==> src/rtl/cpu_pkg.sv <==
// rtl/cpu_pkg.sv - ISA encodings, FSM states and select codes for the cpu controller
package cpu_pkg;

    // Opcode field IR[15:13]
    localparam logic [2:0] OPC_MOV = 3'b110;
    localparam logic [2:0] OPC_ALU = 3'b101;

    // op field IR[12:11]
    localparam logic [1:0] OP_MOV_IMM = 2'b10;
    localparam logic [1:0] OP_MOV_REG = 2'b00;
    localparam logic [1:0] OP_ADD     = 2'b00;
    localparam logic [1:0] OP_CMP     = 2'b01;
    localparam logic [1:0] OP_AND     = 2'b10;
    localparam logic [1:0] OP_MVN     = 2'b11;

    // Write-back select
    localparam logic [1:0] VSEL_MDATA = 2'b00;
    localparam logic [1:0] VSEL_IMM8  = 2'b01;
    localparam logic [1:0] VSEL_PC    = 2'b10;
    localparam logic [1:0] VSEL_DP    = 2'b11;

    // ALU operations
    localparam logic [1:0] ALU_ADD = 2'b00;
    localparam logic [1:0] ALU_SUB = 2'b01;
    localparam logic [1:0] ALU_AND = 2'b10;
    localparam logic [1:0] ALU_NOT = 2'b11;

    typedef enum logic [2:0] {
        ST_WAIT,
        ST_DECODE,
        ST_WR_IMM,
        ST_GET_A,
        ST_GET_B,
        ST_EXEC,
        ST_CMP,
        ST_WR_RD
    } state_t;

    // Which IR register field drives readnum/writenum
    typedef enum logic [1:0] {
        SEL_RN,
        SEL_RD,
        SEL_RM
    } regsel_t;

endpackage

==> src/rtl/cpu_controller_if.sv <==
// rtl/cpu_controller_if.sv - instruction source / datapath control bundle
interface cpu_controller_if;
    logic [15:0] in;
    logic        load;
    logic        s;
    logic        w;
    logic [2:0]  readnum;
    logic [2:0]  writenum;
    logic        write;
    logic        loada;
    logic        loadb;
    logic        loadc;
    logic        loads;
    logic        asel;
    logic        bsel;
    logic [1:0]  vsel;
    logic [1:0]  ALUop;
    logic [1:0]  shift;
    logic [15:0] sximm5;
    logic [15:0] sximm8;

    // Instruction source / top-level side
    modport master (
        output in, load, s,
        input  w, readnum, writenum, write, loada, loadb, loadc, loads,
               asel, bsel, vsel, ALUop, shift, sximm5, sximm8
    );

    // Controller side
    modport slave (
        input  in, load, s,
        output w, readnum, writenum, write, loada, loadb, loadc, loads,
               asel, bsel, vsel, ALUop, shift, sximm5, sximm8
    );
endinterface

==> src/rtl/instr_decoder.sv <==
// rtl/instr_decoder.sv - IR field extraction, sign extension and register-select mux
module instr_decoder
    import cpu_pkg::*;
(
    input  logic [15:0] ir,
    input  regsel_t     nsel,
    output logic [2:0]  opcode,
    output logic [1:0]  op,
    output logic [1:0]  sh,
    output logic [2:0]  regnum,
    output logic [15:0] sximm5,
    output logic [15:0] sximm8
);

    assign opcode = ir[15:13];
    assign op     = ir[12:11];
    assign sh     = ir[4:3];
    assign sximm5 = {{11{ir[4]}}, ir[4:0]};
    assign sximm8 = {{8{ir[7]}}, ir[7:0]};

    // Pick Rn, Rd or Rm as the register-file address
    always_comb begin
        regnum = ir[10:8];
        case (nsel)
            SEL_RD:  regnum = ir[7:5];
            SEL_RM:  regnum = ir[2:0];
            default: regnum = ir[10:8];
        endcase
    end

endmodule

==> src/rtl/cpu_controller.sv <==
// rtl/cpu_controller.sv - instruction register and Moore control FSM for the 16-bit datapath
module cpu_controller
    import cpu_pkg::*;
(
    input  logic              clk,
    input  logic              reset_n,
    cpu_controller_if.slave   bus
);

    logic [15:0] ir;
    state_t      state;
    state_t      state_next;
    regsel_t     nsel;
    logic [2:0]  opcode;
    logic [1:0]  op;
    logic [1:0]  sh;
    logic [2:0]  regnum;
    logic        is_mov_reg;

    instr_decoder u_decoder (
        .ir     (ir),
        .nsel   (nsel),
        .opcode (opcode),
        .op     (op),
        .sh     (sh),
        .regnum (regnum),
        .sximm5 (bus.sximm5),
        .sximm8 (bus.sximm8)
    );

    assign bus.readnum  = regnum;
    assign bus.writenum = regnum;
    assign is_mov_reg   = (opcode == OPC_MOV) && (op == OP_MOV_REG);

    // IR only accepts a new word while idle, so it is stable across an instruction
    always_ff @(posedge clk or negedge reset_n) begin
        if (!reset_n) begin
            ir <= '0;
        end else if (bus.load && (state == ST_WAIT)) begin
            ir <= bus.in;
        end
    end

    // State register
    always_ff @(posedge clk or negedge reset_n) begin
        if (!reset_n) begin
            state <= ST_WAIT;
        end else begin
            state <= state_next;
        end
    end

    // Next-state logic
    always_comb begin
        state_next = state;
        case (state)
            ST_WAIT:   state_next = bus.s ? ST_DECODE : ST_WAIT;
            ST_DECODE: begin
                case ({opcode, op})
                    {OPC_MOV, OP_MOV_IMM}: state_next = ST_WR_IMM;
                    {OPC_MOV, OP_MOV_REG},
                    {OPC_ALU, OP_MVN}:     state_next = ST_GET_B;
                    {OPC_ALU, OP_ADD},
                    {OPC_ALU, OP_CMP},
                    {OPC_ALU, OP_AND}:     state_next = ST_GET_A;
                    default:               state_next = ST_WAIT;
                endcase
            end
            ST_WR_IMM: state_next = ST_WAIT;
            ST_GET_A:  state_next = ST_GET_B;
            ST_GET_B:  state_next = ((opcode == OPC_ALU) && (op == OP_CMP)) ? ST_CMP : ST_EXEC;
            ST_EXEC:   state_next = ST_WR_RD;
            ST_CMP:    state_next = ST_WAIT;
            ST_WR_RD:  state_next = ST_WAIT;
            default:   state_next = ST_WAIT;
        endcase
    end

    // Moore outputs: every strobe idles at 0, register select defaults to Rn
    always_comb begin
        bus.w     = 1'b0;
        nsel      = SEL_RN;
        bus.write = 1'b0;
        bus.loada = 1'b0;
        bus.loadb = 1'b0;
        bus.loadc = 1'b0;
        bus.loads = 1'b0;
        bus.asel  = 1'b0;
        bus.bsel  = 1'b0;
        bus.vsel  = VSEL_MDATA;
        bus.ALUop = ALU_ADD;
        bus.shift = 2'b00;
        case (state)
            ST_WAIT:   bus.w = 1'b1;
            ST_WR_IMM: begin
                bus.vsel  = VSEL_IMM8;
                bus.write = 1'b1;
            end
            ST_GET_A:  bus.loada = 1'b1;
            ST_GET_B: begin
                nsel      = SEL_RM;
                bus.loadb = 1'b1;
            end
            ST_EXEC: begin
                // MOV reg computes 0 + shifted Rm through the ALU
                bus.asel  = is_mov_reg;
                bus.ALUop = is_mov_reg ? ALU_ADD : op;
                bus.shift = sh;
                bus.loadc = 1'b1;
            end
            ST_CMP: begin
                bus.ALUop = ALU_SUB;
                bus.shift = sh;
                bus.loads = 1'b1;
            end
            ST_WR_RD: begin
                nsel      = SEL_RD;
                bus.vsel  = VSEL_DP;
                bus.write = 1'b1;
            end
            default: ;
        endcase
    end

endmodule
==> src/flat_wrapper.sv <==
// flat-port wrapper written by rule: the top's interface ports become plain ports
module cpu_controller_flat import cpu_pkg::*;
  (clk, reset_n, bus_in, bus_load, bus_s, bus_w, bus_readnum, bus_writenum, bus_write, bus_loada, bus_loadb, bus_loadc, bus_loads, bus_asel, bus_bsel, bus_vsel, bus_ALUop, bus_shift, bus_sximm5, bus_sximm8);
  cpu_controller_if bus_i ();
  input  logic clk;
  input  logic reset_n;
  input wire logic [$bits(bus_i.in)-1:0] bus_in;
  input wire logic [$bits(bus_i.load)-1:0] bus_load;
  input wire logic [$bits(bus_i.s)-1:0] bus_s;
  output wire logic [$bits(bus_i.w)-1:0] bus_w;
  output wire logic [$bits(bus_i.readnum)-1:0] bus_readnum;
  output wire logic [$bits(bus_i.writenum)-1:0] bus_writenum;
  output wire logic [$bits(bus_i.write)-1:0] bus_write;
  output wire logic [$bits(bus_i.loada)-1:0] bus_loada;
  output wire logic [$bits(bus_i.loadb)-1:0] bus_loadb;
  output wire logic [$bits(bus_i.loadc)-1:0] bus_loadc;
  output wire logic [$bits(bus_i.loads)-1:0] bus_loads;
  output wire logic [$bits(bus_i.asel)-1:0] bus_asel;
  output wire logic [$bits(bus_i.bsel)-1:0] bus_bsel;
  output wire logic [$bits(bus_i.vsel)-1:0] bus_vsel;
  output wire logic [$bits(bus_i.ALUop)-1:0] bus_ALUop;
  output wire logic [$bits(bus_i.shift)-1:0] bus_shift;
  output wire logic [$bits(bus_i.sximm5)-1:0] bus_sximm5;
  output wire logic [$bits(bus_i.sximm8)-1:0] bus_sximm8;
  assign bus_i.in = bus_in;
  assign bus_i.load = bus_load;
  assign bus_i.s = bus_s;
  assign bus_w = bus_i.w;
  assign bus_readnum = bus_i.readnum;
  assign bus_writenum = bus_i.writenum;
  assign bus_write = bus_i.write;
  assign bus_loada = bus_i.loada;
  assign bus_loadb = bus_i.loadb;
  assign bus_loadc = bus_i.loadc;
  assign bus_loads = bus_i.loads;
  assign bus_asel = bus_i.asel;
  assign bus_bsel = bus_i.bsel;
  assign bus_vsel = bus_i.vsel;
  assign bus_ALUop = bus_i.ALUop;
  assign bus_shift = bus_i.shift;
  assign bus_sximm5 = bus_i.sximm5;
  assign bus_sximm8 = bus_i.sximm8;
  cpu_controller u_core (.clk(clk), .reset_n(reset_n), .bus(bus_i));
endmodule
==> config.mk <==
export PLATFORM = sky130hd
export DESIGN_NAME = cpu_controller_flat
export DESIGN_NICKNAME = d
export VERILOG_FILES = /design/src/rtl/cpu_pkg.sv /design/src/rtl/cpu_controller_if.sv /design/src/rtl/instr_decoder.sv /design/src/rtl/cpu_controller.sv /design/src/flat_wrapper.sv
export SDC_FILE = /design/constraint.sdc
export NUM_CORES = 1
export LEC_CHECK = 0
export BUFFER_PORTS_ARGS = -buffer_cell sky130_fd_sc_hd__buf_2
export CORE_MARGIN = 1.5
export CORE_UTILIZATION = 50
export CTS_BUF_LIST = sky130_fd_sc_hd__clkbuf_8
export CTS_CLUSTER_SIZE = 16
export DETAILED_ROUTE_END_ITERATION = 12
export GPL_ROUTABILITY_DRIVEN = 0
export PLACE_DENSITY_LB_ADDON = 0.12
export SYNTH_ARGS = -nofsm -noshare
export SYNTH_HDL_FRONTEND = slang
export SYNTH_SLANG_ARGS = --single-unit
==> constraint.sdc <==
create_clock -name clk -period 3.5 [get_ports clk]
set_input_delay 0.7 -clock clk [delete_from_list [all_inputs] [get_ports clk]]
set_output_delay 0.7 -clock clk [all_outputs]
set_load 0.02 [all_outputs]
---- After elaboration in Yosys (flattened, before gate mapping) ----
Cells that the tools add are included.
operators by class
  mux-type cells .......................... 17
  multiply operators ...................... 0
  shift operators ......................... 0
  add/sub/neg operators ................... 0
  bitwise operators ....................... 0
  order comparisons ....................... 0
  reduce and logical (&&, ||, !) cells .... 10
  divide/modulo/power cells ............... 0
  equal/unequal tests ..................... 18
operators with widths
  cell                  number
  $eq A5 B5 Y1 const B  6
  $eq A3 B3 Y1 const B  6
  $pmux W3 S6           1
  $pmux W2 S2           3
  $pmux W3 S3           1
  $mux W1               8
  $eq A3 B2 Y1 const B  2
  $mux W2               3
  $pmux W3 S2           1
  $reduce_or A2 Y1      3
  $reduce_or A3 Y1      2
  $eq A2 B1 Y1 const B  2
  $eq A3 B1 Y1 const B  1
  $logic_and A1 B1 Y1   3
  $logic_not A3 Y1      1
  $eq A2 B2 Y1 const B  1
  $logic_not A2 Y1      1
word-level totals
  memories ................................ 0
  register bits after elaboration ......... 19
  RAM bits ................................ 0
  memory bits (read-only) ................. 0
  output and inout port bits .............. 52
  bits in latches ......................... 0
  input bits .............................. 20

---- Depth between registers and ports, before layout ----
  depth after elaboration ................. 4
  depth in mapped cells ................... 8
  depth with buffers taken out ............ 6

---- Modules after synthesis ----
A second synthesis with hierarchy kept.
second synthesis, totals
  cell total of the unflattened synthesis .. 140
  area, all modules ....................... 1420.1 um2
by module, submodules not included
  module          cells an instance  seq. area each (um2)  area an instance (um2)  times used
  cpu_controller  88                 475.5                 1046.0                  1
  instr_decoder   52                 0.0                   374.1                   1

---- Worst setup path before layout ----
No wires, ideal clock.
  kind .................................... reg2out
  start ................................... register u_core.state[2]
  end ..................................... output port bus_writenum[2]
  arrival time ............................ 2.216 ns
  stages on the path, launching flop included .. 9
  setup slack ............................. 0.584 ns
  buffers on the path ..................... 2
  path through ............................ dfrtp_1 -> buf_2 -> inv_1 -> or3_1 -> inv_1 -> ha_1 -> a22oi_1 -> o21ai_0 -> buf_4
between the ends
  word-level cells in the longest chain between the ends .. 4
  elaborated cells on any way between the ends .. 6
ends and longest elaborated chain
  item                                                 RTL line              source
  from (decl)                                          cpu_controller.sv:11  state_t state;
  from (signal assigned)                               cpu_controller.sv:49  state <= state_next;
  $eq A3 B3 Y1                                         cpu_controller.sv:93  case (state)
  $pmux W2 S2 (*)                                      cpu_controller.sv:93
  $eq A2 B2 Y1 / $eq A2 B1 Y1 (equally long branches)  instr_decoder.sv:24   case (nsel)
  $pmux W3 S2 (*)                                      instr_decoder.sv:24
  to (decl)                                            flat_wrapper.sv:12    output wire logic [$bits(bus_i.writenum)-1:0] bus_writenum;
Every way passes the cells marked *; elsewhere a longest branch is shown, timed or not.

---- Worst setup path in the final report ----
Ends and elaborated chain as after synthesis.

==> impl_metrics.tcl <==
set metrics [dict create \
    largest_net_degree_at_the_start_of_global_routing 20 \
    min_path_type "input port to async pin" \
    drt_iter0_markers 13 \
    synth-seq-area-share 0.3565 \
    cts_tree "yes" \
    synthMostInstantiatedCell "buf_4" \
    synth-edff-count 0 \
    max_cap_viol_count 0 \
    final_total_power_mw 1.559 \
    post_drt_via_cell_ratio 4.989 \
    yosys.area.top_type "dfrtp_1" \
    antenna_found_initial 0 \
    postRouteWirelength_um 2321 \
    final.period_utilization 0.8027 \
    worstPathArrival_ns 2.11 \
    grt_usage 0.1665 \
    cellLeakagePower_nw 0.8051 \
    total_inserted_antenna_cells 0 \
    clock_tree.root_cell "clkbuf_8" \
    drt_pass1_iterations 4 \
    synth-seq-cells 19 \
    finalSetupTns_ns 0 \
    max-vdd-ir-drop_mv 0.5674 \
    timing.setup.critical_path_class "flip-flop to primary output" \
    intPower_mw 0.7943 \
    rsz_0062_raised_after_global_routing "false" \
    worst_ep_required_time_ns 2.80 \
    cts_repair_resize_count 0 \
    die-area_um2 2987 \
    maximum_level_of_the_cts_h_tree 1 \
    tritoncts.num_buffers 3 \
    die_height_um 54.65 \
    hold_violations 0 \
    number_of_hold_repair_buffers_added_at_the_cts_stage 0 \
    power_density_nw_per_um2 1083 \
    mappedNetlistNets 150 \
    syn_avg_cell_area_um2 10.42 \
    power.switching_mw 0.7643 \
    fp-row-count 18 \
    post_synth_most_frequent_cells "37 x buf_4, 19 x dfrtp_1, 9 x mux2_4" \
    fin_nets 183 \
    drive_gt1_frac 0.5688 \
    post-route-min-period_ns 2.810 \
    clk_latency_ns 0.25 \
    dp_hpwl_um 1836 \
    dr_vias 948 \
    p_comb_frac 0.604 \
    wire_per_inst_um 12.22 \
    synth_cell_types 36 \
    buffer_depth_of_the_longest_clock_path 2 \
    syn-instance-count 128 \
    cts.sinks 19 \
    cp_max_fo 12 \
    clkSlewWorstSetupHoldPaths_ns 0.07 \
    die-width_um 54.65 \
    postSynth.asyncResetShare 1.000 \
    critPathCaptureType "primary output" \
    io_buffer_count 70 \
    slew_viols_final 0 \
    crit_path_start_kind "flip-flop" \
    max_fclk_mhz 355.9 \
    p_sw_frac 0.4904 \
    grt_overflow 0 \
    grt_pass1_wl_um 3567 \
    clkPwrFrac 0.092 \
    clock-skew-final_ns 0.001459 \
    outcome "finished, final reports clean" \
    post_detailed_route_drc_marker_count 0 \
    detail-route-antenna-nets 0 \
    sequentialPowerShare 0.304 \
    synth_area_leaders "dfrtp_1 36%, buf_4 21%, mux2_4 10%" \
    area_growth_syn_to_layout_pct 7.880 \
    count_of_endpoints_failing_setup_in_the_final_report 0 \
    grt_pass1_vias 789 \
    boundaryPins 72 \
    start_util 0.5335 \
    dominantRegCellSynth "dfrtp_1" \
    fp.coreArea_um2 2500 \
    cts.repair_timing.setup_buffer_count 0 \
    yosys_warnings 0 \
    netlist.area_leader.share 0.3565 \
    netlist_area_before_placement_um2 1334 \
]
## final timing paths
kind	start	endpoint	slack, ns	cells past startpoint
setup / recovery	u_core.state[2]	bus_writenum[2]	0.69	5
hold / removal	reset_n	u_core.ir[5]	0.38	1
setup reg to reg	u_core.state[1]	u_core.ir[3]	1.84	3
hold reg to reg	u_core.ir[10]	u_core.ir[10]	0.52	1
max in group asynchronous	reset_n	u_core.state[2]	2.83	1
min in group clk	u_core.ir[10]	u_core.ir[10]	0.52	1
## cell type report
class	instances	area, um^2
sequential	19	475.5
inverter	5	18.77
timing repair buffer	70	350.3
fill	225	1061
tap	30	37.54
clock buffer	3	41.29
clock inverter	1	3.754
multi-input combinational	62	511.7
## layout by cell type, fill, tap and decap left out, drive strengths merged, types with 2 or more instances in the layout
| cell | n |
|---|---|
| buf | 70 |
| dfrtp | 19 |
| mux2 | 15 |
| inv | 6 |
| nand2 | 6 |
| o21ai | 6 |
| and2 | 4 |
| a22oi | 3 |
| clkbuf | 3 |
| nor3 | 3 |
| and3b | 2 |
| nand3 | 2 |
| nor2b | 2 |
| ha | 2 |
## state kept, by name, indices dropped and copies added (netlist names)
register and count:
u_core.ir 16, u_core.state 3
## routing by layer
| layer | share of wire | GRT usage | wire, um | vias to the layer above |
|---|---|---|---|---|
| li1 | - | - | - | 460 |
| met4 | 0.0060 | 0.03750 | 14 | 0 |
| met2 | 0.46 | 0.2619 | 1058 | 52 |
| met5 | 0 | 0 | 0 | - |
| met3 | 0.088 | 0.04098 | 205 | 2 |
| met1 | 0.45 | 0.2295 | 1043 | 434 |
## worst max-delay path: stages (launching register included)
cell,delay [ns]
dfrtp_1,0.54
inv_1,0.15
or3_1,0.36
ha_1,0.37
o21ai_0,0.23
buf_2,0.20
## stage by stage
stage                 util  cell area [um^2]  hold slack, ns  cells  setup slack (ns)
CTS                 0.5756              1439          0.3898    190            0.6962
finish              0.5756              1439          0.3773    190            0.6904
global placement    0.5576              1394          0.4936    186             1.043
floorplan                -              1334          0.4044    128            0.5841
global route        0.5756              1439          0.4116    190            0.5099
detailed placement  0.5576              1394          0.4991    186            0.9747
## cells by family after synthesis
kind of cell | count (synthesis) | synth area share
muxes | 15 | 0.1520
adders and majority gates | 2 | 0.01876
and+or+nand+nor | 28 | 0.1295
other | 1 | 0.002812
buffers and inverters | 47 | 0.2598
DFF | 19 | 0.3565
xor gates and xnor gates | 1 | 0.006568
AOI/OAI and AO/OA | 15 | 0.07411
## power groups by stage
stage,sequential (mW),clock (mW),combinational [mW]
2_1_floorplan,0.423,0,1.02
3_3_place_gp,0.465,0,0.946
3_5_place_dp,0.477,0,0.949
4_1_cts,0.473,0.148,0.952
5_1_grt,0.505,0.160,1.03
6_report,0.473,0.144,0.942
Power figures use the tool's default switching activity.
